===== src/rtl/key_conditioner.sv =====
// key_conditioner: per-channel synchroniser, debouncer, edge pulse and hold-to-repeat generator.
module key_conditioner #(
    parameter int CHANNELS        = 4,
    parameter int SYNC_STAGES     = 2,
    parameter int DEBOUNCE_CYCLES = 16,
    parameter int EDGE_MODE       = 0,
    parameter int REPEAT_DELAY    = 0,
    parameter int REPEAT_PERIOD   = 1
) (
    input  logic                clk,
    input  logic                rst_n,
    input  logic [CHANNELS-1:0] key_in,
    output logic [CHANNELS-1:0] level,
    output logic [CHANNELS-1:0] key_pulse,
    output logic [CHANNELS-1:0] rpt
);
    localparam int DW   = $clog2(DEBOUNCE_CYCLES + 1);
    localparam int RMAX = REPEAT_DELAY > REPEAT_PERIOD ? REPEAT_DELAY : REPEAT_PERIOD;
    localparam int RW   = $clog2(RMAX + 1);
    localparam logic [DW-1:0] DB_T = DW'(DEBOUNCE_CYCLES - 1);
    localparam logic [RW-1:0] RD_T = RW'(REPEAT_DELAY > 0 ? REPEAT_DELAY - 1 : 0);
    localparam logic [RW-1:0] RP_T = RW'(REPEAT_PERIOD - 1);
    localparam bit REP_EN = REPEAT_DELAY > 0;

    logic [SYNC_STAGES-1:0][CHANNELS-1:0] sync;
    logic [CHANNELS-1:0] s;

    always_ff @(posedge clk or negedge rst_n)
        if (!rst_n) sync <= '0;
        else sync <= {sync[SYNC_STAGES-2:0], key_in};

    assign s = sync[SYNC_STAGES-1];

    for (genvar g = 0; g < CHANNELS; g++) begin : g_ch
        logic [DW-1:0] dcnt;
        logic [RW-1:0] rcnt;
        logic first, lvl, kp, rp, chg, nxt, hit;
        assign chg = (s[g] != lvl) && (dcnt == DB_T);
        assign nxt = chg ? s[g] : lvl;
        assign hit = first ? (rcnt == RD_T) : (rcnt == RP_T);
        // repeat logic only runs while level is 1 both before and after this edge
        always_ff @(posedge clk or negedge rst_n)
            if (!rst_n) begin
                dcnt  <= '0;
                rcnt  <= '0;
                first <= 1'b0;
                lvl   <= 1'b0;
                kp    <= 1'b0;
                rp    <= 1'b0;
            end else begin
                dcnt  <= (s[g] == lvl || chg) ? '0 : dcnt + 1'b1;
                lvl   <= nxt;
                kp    <= chg && (EDGE_MODE == 2 || s[g] == (EDGE_MODE == 0));
                rp    <= REP_EN && lvl && nxt && hit;
                rcnt  <= (!REP_EN || !lvl || !nxt || hit) ? '0 : rcnt + 1'b1;
                first <= REP_EN && nxt && (!lvl || (first && !hit));
            end
        assign level[g]     = lvl;
        assign key_pulse[g] = kp;
        assign rpt[g]       = rp;
    end
endmodule

===== config.mk =====
export PLATFORM = sky130hd
export DESIGN_NAME = key_conditioner
export DESIGN_NICKNAME = d
export VERILOG_FILES = /design/src/rtl/key_conditioner.sv
export SDC_FILE = /design/constraint.sdc
export NUM_CORES = 1
export LEC_CHECK = 0
export ABC_AREA = 1
export CORE_ASPECT_RATIO = 1.25
export CORE_UTILIZATION = 50
export DETAILED_ROUTE_END_ITERATION = 8
export HOLD_SLACK_MARGIN = 0.15
export PLACE_DENSITY = 0.83
export SLEW_MARGIN = 20
export SYNTH_ARGS = -nofsm -noshare
export SYNTH_HDL_FRONTEND = slang
export SYNTH_SLANG_ARGS = --single-unit
export TNS_END_PERCENT = 30

===== constraint.sdc =====
create_clock -name clk -period 1.7 [get_ports clk]
set_clock_uncertainty 0.1 [all_clocks]
set_input_delay 0.34 -clock clk [delete_from_list [all_inputs] [get_ports clk]]
set_output_delay 0.34 -clock clk [all_outputs]
set_load 0.01 [all_outputs]

Word-level counts from Yosys, hierarchy flattened
Cells that the tools add are included.
{"block": "op_classes", "n_addsub": 4, "multipliers": 0, "div_mod_pow": 0, "n_lt_le_gt_ge": 0, "eq_ne": 12, "n_shift": 0, "n_mux": 4, "bitwise_logic": 0, "reduce_logical": 12}
{"cell": "5-bit by 1-bit adder with 5-bit output (second input constant)", "count": 4}
{"cell": "5-bit by 4-bit equality test with 1-bit output (second input constant)", "count": 4}
{"cell": "5-bit 2-to-1 mux", "count": 4}
{"cell": "1-bit logical AND", "count": 8}
{"cell": "1-bit equality test", "count": 4}
{"cell": "1-bit logical OR", "count": 4}
{"cell": "1-bit != test", "count": 4}
{"block": "totals", "ff_bits": 36, "latch_bits": 0, "mem_bits_rw": 0, "romBits": 0, "output_inout_bits": 12, "wordCells": 46, "n_memories": 0}

Logic depth before layout (Yosys ltp)
{"block": "logic_depth", "ltp_word": 4, "depth_mapped": 7}

Worst setup path before layout
OpenSTA, ideal clock, no wires.
{"block": "synth_path", "path_kind": "register to register", "from": "register g_ch[1].dcnt[0]", "to": "register g_ch[1].dcnt[3]", "setup_time_ps": 69, "arrival_ps": 1174, "setup_slack_ps": 357, "stages_incl_launch_ff": 8, "n_path_buf": 0, "path_cell_list": "dfrtp_1 > ha_1 > nand2_1 > nor2_1 > ha_1 > inv_1 > nand3_4 > nor2_2"}
{"block": "synth_via", "elab_chain_len": 4, "elab_cells_between_ends": 5, "classes_between": "add/sub: 1; eq/ne: 1; mux: 1; reduce/logical: 2"}
{"item": "from (decl)", "line": "35", "text": "logic [DW-1:0] dcnt;"}
{"item": "from (signal assigned)", "line": "51", "text": "dcnt <= (s[g] == lvl || chg) ? '0 : dcnt + 1'b1;"}
{"item": "branches (longest 3 deep; another with 5-bit by 1-bit adder with 5-bit output)"}
{"item": "5-bit 2-to-1 mux *", "line": "51"}
Every way passes the cells marked *.
A chain may end at the register's enable or synchronous reset.

Worst setup path after layout
{"block": "layout_path", "from": "register g_ch[1].kp", "to": "output key_pulse[1]"}
{"item": "from (decl)", "line": "37", "text": "logic first, lvl, kp, rp, chg, nxt, hit;"}
{"item": "from (signal assigned)", "line": "53", "text": "kp <= chg && (EDGE_MODE == 2 || s[g] == (EDGE_MODE == 0));"}
{"item": "to (decl)", "line": "14", "text": "output logic [CHANNELS-1:0] key_pulse,"}
No word-level cell between the ends.

==> summary.txt <==
Outcome: complete, no violations
Num ports: 18
Synth unique cells: 16
P per Cell Area: 896 nW/um2
CP Data Arrival Time: 1210 ps
Fraction of layout cells with a size suffix above 1: 13.8%
Core ar.: 2970 um2
Clk sink count: 36
R2r worst-path depth: 7
Delay-heaviest family, CP: buffers and inverters
R2r setup slk: 220 ps
First-pass GRT wire length: 4020 um
Vias per inst: 4.71
Synthesized instance count: 153
Total track usage: 16.8%
Critical R2R Launch: g_ch[1].dcnt[0]
Pin count of the biggest net entering global routing: 37
Setup crit end kind: primary output
Crit path largest cell delay: 530 ps
Leading post-synthesis cells by cell area: dfrtp_1 57%, ha_1 6.4%, buf_4 5.7%
DR pass1 iterations: 3
Sequential cell area: 901 um2
Hold Slack: 236 ps
Die outline height: 64.8 um
Crit Path Max Fanout: 1
Initial antenna violation count: 0
Worst r2r dst: g_ch[1].dcnt[3]
Fin nets: 180
DRC errors left: 0
Unrepaired setup endpoints after global routing: no
Ys async rst share: 100%
Peak supply drop: 0.578 mV
CP startpoint: g_ch[1].kp
H-tree levels: 2
Clk_lat worst skew: 340 ps
Post-synth top area cell: dfrtp_1
CP max-delay cell: clkdlybuf4s50_1
Die Area: 3380 um2
CTS max path bufs: 2
CTS Buf Count: 5
Port buffer count: 13
Post-Synth XOR/XNOR Area: 2.22%
Rows: 22
F_max: 608 MHz
P&R area growth vs syn: 12.9%
Most common cell after layout, fill and taps aside: dfrtp_1
Routed Antenna Nets: 0
Fillers: 237
Most used DFF post-synth: dfrtp_1
Critical Path RT: 1260 ps
Tightest Hold Check Type: reg -> reg
Endpoints failing hold: 0
Cts hold-fix bufs: 0
Total congestion overflow: 0
Post-Synth Simple-Gate Area: 21.3%
Area of the multi-input gates: 505 um2
Post-synthesis adder-cell area fraction: 6.35%
DR vias: 957
Final setup fails: 0
Post-synthesis sequential element count: 36
Compound-gate portion of the synthesized area: 1.27%
Max-Cap Viols: 0
Vias in the first global route: 1,012
Post-synthesis sequential area ratio: 57.2%
Setup crit start kind: register
Buf/Inv on CP: 1
Final worst path period share: 96.8%
Clock-pin slew on the worst setup and hold paths: 110 ps
Syn_area_per_cell: 10.3 um2
Post-DP HPWL: 1650 um
Leak pwr: 0.908 nW
Critical path depth: 1
Die width: 52.2 um
Post-synth EDFFs: 0
Mux cell area share after synthesis: 0%
Ant diodes: 0
YS warnings: 0
Critical path capture point: key_pulse[1]
Routed WL: 2220 um
Initial core utilization: 53.0%
Fin Setup TNS: 0 ps
CTS tree: done
Post-Syn Area: 1580 um2
DR WL/cell: 10.9 um
RD Place Congestion: 0.760
Final Slew Violations: 0
Main combinational cell family by area after synthesis: simple AND/OR/NAND/NOR gates
DRT iter0 DRCs: 17
Share of the synthesized area in the top cell type: 57.2%
Root Buffer: clkbuf_4
Min cycle time layout: 1650 ps
Critical Path, Cell by Cell: clkdlybuf4s50_1
WS Path Type: reg -> out
Most frequent cells in the layout: 36 x dfrtp_1, 22 x inv_1, 20 x nand2_1, 20 x nor2_1, 8 x ha_1
==> worst register-to-register path: stages (launching register included) <==
cell and delay, ps:
dfrtp_1 420, ha_1 240, nand2_1 70, nor2_1 40
ha_1 200, inv_1 120, nand3_4 100, nor2_2 120
==> layer usage <==
metal	GRT usage, %	vias up	share of wire [%]
met5	0	-	0
met4	6.58	0	1.8
met3	7.75	5	4.2
met2	28.4	16	51
met1	17.8	458	43
li1	-	478	-
==> cell type report <==
type | count | share of cell area (%)
flip-flops and latches | 36 | 50.6
multi-input cells | 84 | 28.4
repair buffers | 15 | 9.07
inverters | 24 | 5.06
well taps | 36 | 2.53
clock buffers | 6 | 2.32
clock inverters | 2 | 1.97
==> timing repair <==
item | in CTS | in global routing
hold endpoints to repair | 0 | 0
gates resized for setup | 3 | 3
endpoints found under the setup margin | 4 | 3
buffers inserted | 1 | 0
==> cells by family after synthesis <==
group                      count (synthesis)
and+or+nand+nor                           64
AOI/OAI and AO/OA                          4
DFF                                       36
xor gates and xnor gates                   4
buffers and inverters                     36
adders and majority gates                  8
other                                      1
==> power breakdown <==
part / total (mW) / switching, mW / internal (mW)
Clock: 0.575 / 0.267 / 0.308
Combinational: 0.103 / 0.0585 / 0.0446
Sequential: 0.916 / 0.0278 / 0.888
Total: 1.59 / 0.354 / 1.24
==> stage by stage <==
step / std cells / cell area (um2) / util [%] / power, mW / setup WS, ps
2_1_floorplan: 156 / 1590 / - / 0.993 / 357
3_3_place_gp: 194 / 1690 / 56.9 / 1.03 / 289
3_5_place_dp: 194 / 1690 / 56.9 / 1.04 / 225
4_1_cts: 203 / 1770 / 59.6 / 1.61 / 13.8
5_1_grt: 203 / 1780 / 59.8 / 1.67 / 4.92
6_report: 203 / 1780 / 59.8 / 1.59 / 54.1
==> state kept, by name (all words and copies together) (netlist names) <==
| register | count |
|---|---|
| sync | 4 |
| g_ch.dcnt | 20 |
| g_ch.kp | 4 |
| s | 4 |
| g_ch.lvl | 4 |
==> Yosys cell counts (2+ instances only) <==
cell	number
inv_2	2
ha_1	8
nor3_1	4
inv_1	22
nand2_2	4
dfrtp_1	36
nand3_4	4
nor2_2	4
nand4_1	4
xnor2_1	4
buf_4	12
o21ai_0	4
nand3_1	4
nor2_1	20
nand2_1	20
==> worst min path at each step <==
stage,startpoint,endpoint,depth (start not counted)
after floorplan,rst_n,g_ch[0].dcnt[0],0
after global placement,sync[1],s[1],0
after detailed placement,sync[1],s[1],0
after CTS,sync[2],s[2],0
after global routing,sync[2],s[2],0
final,sync[2],s[2],0
Note: power is estimated with default switching activity, not from simulation.
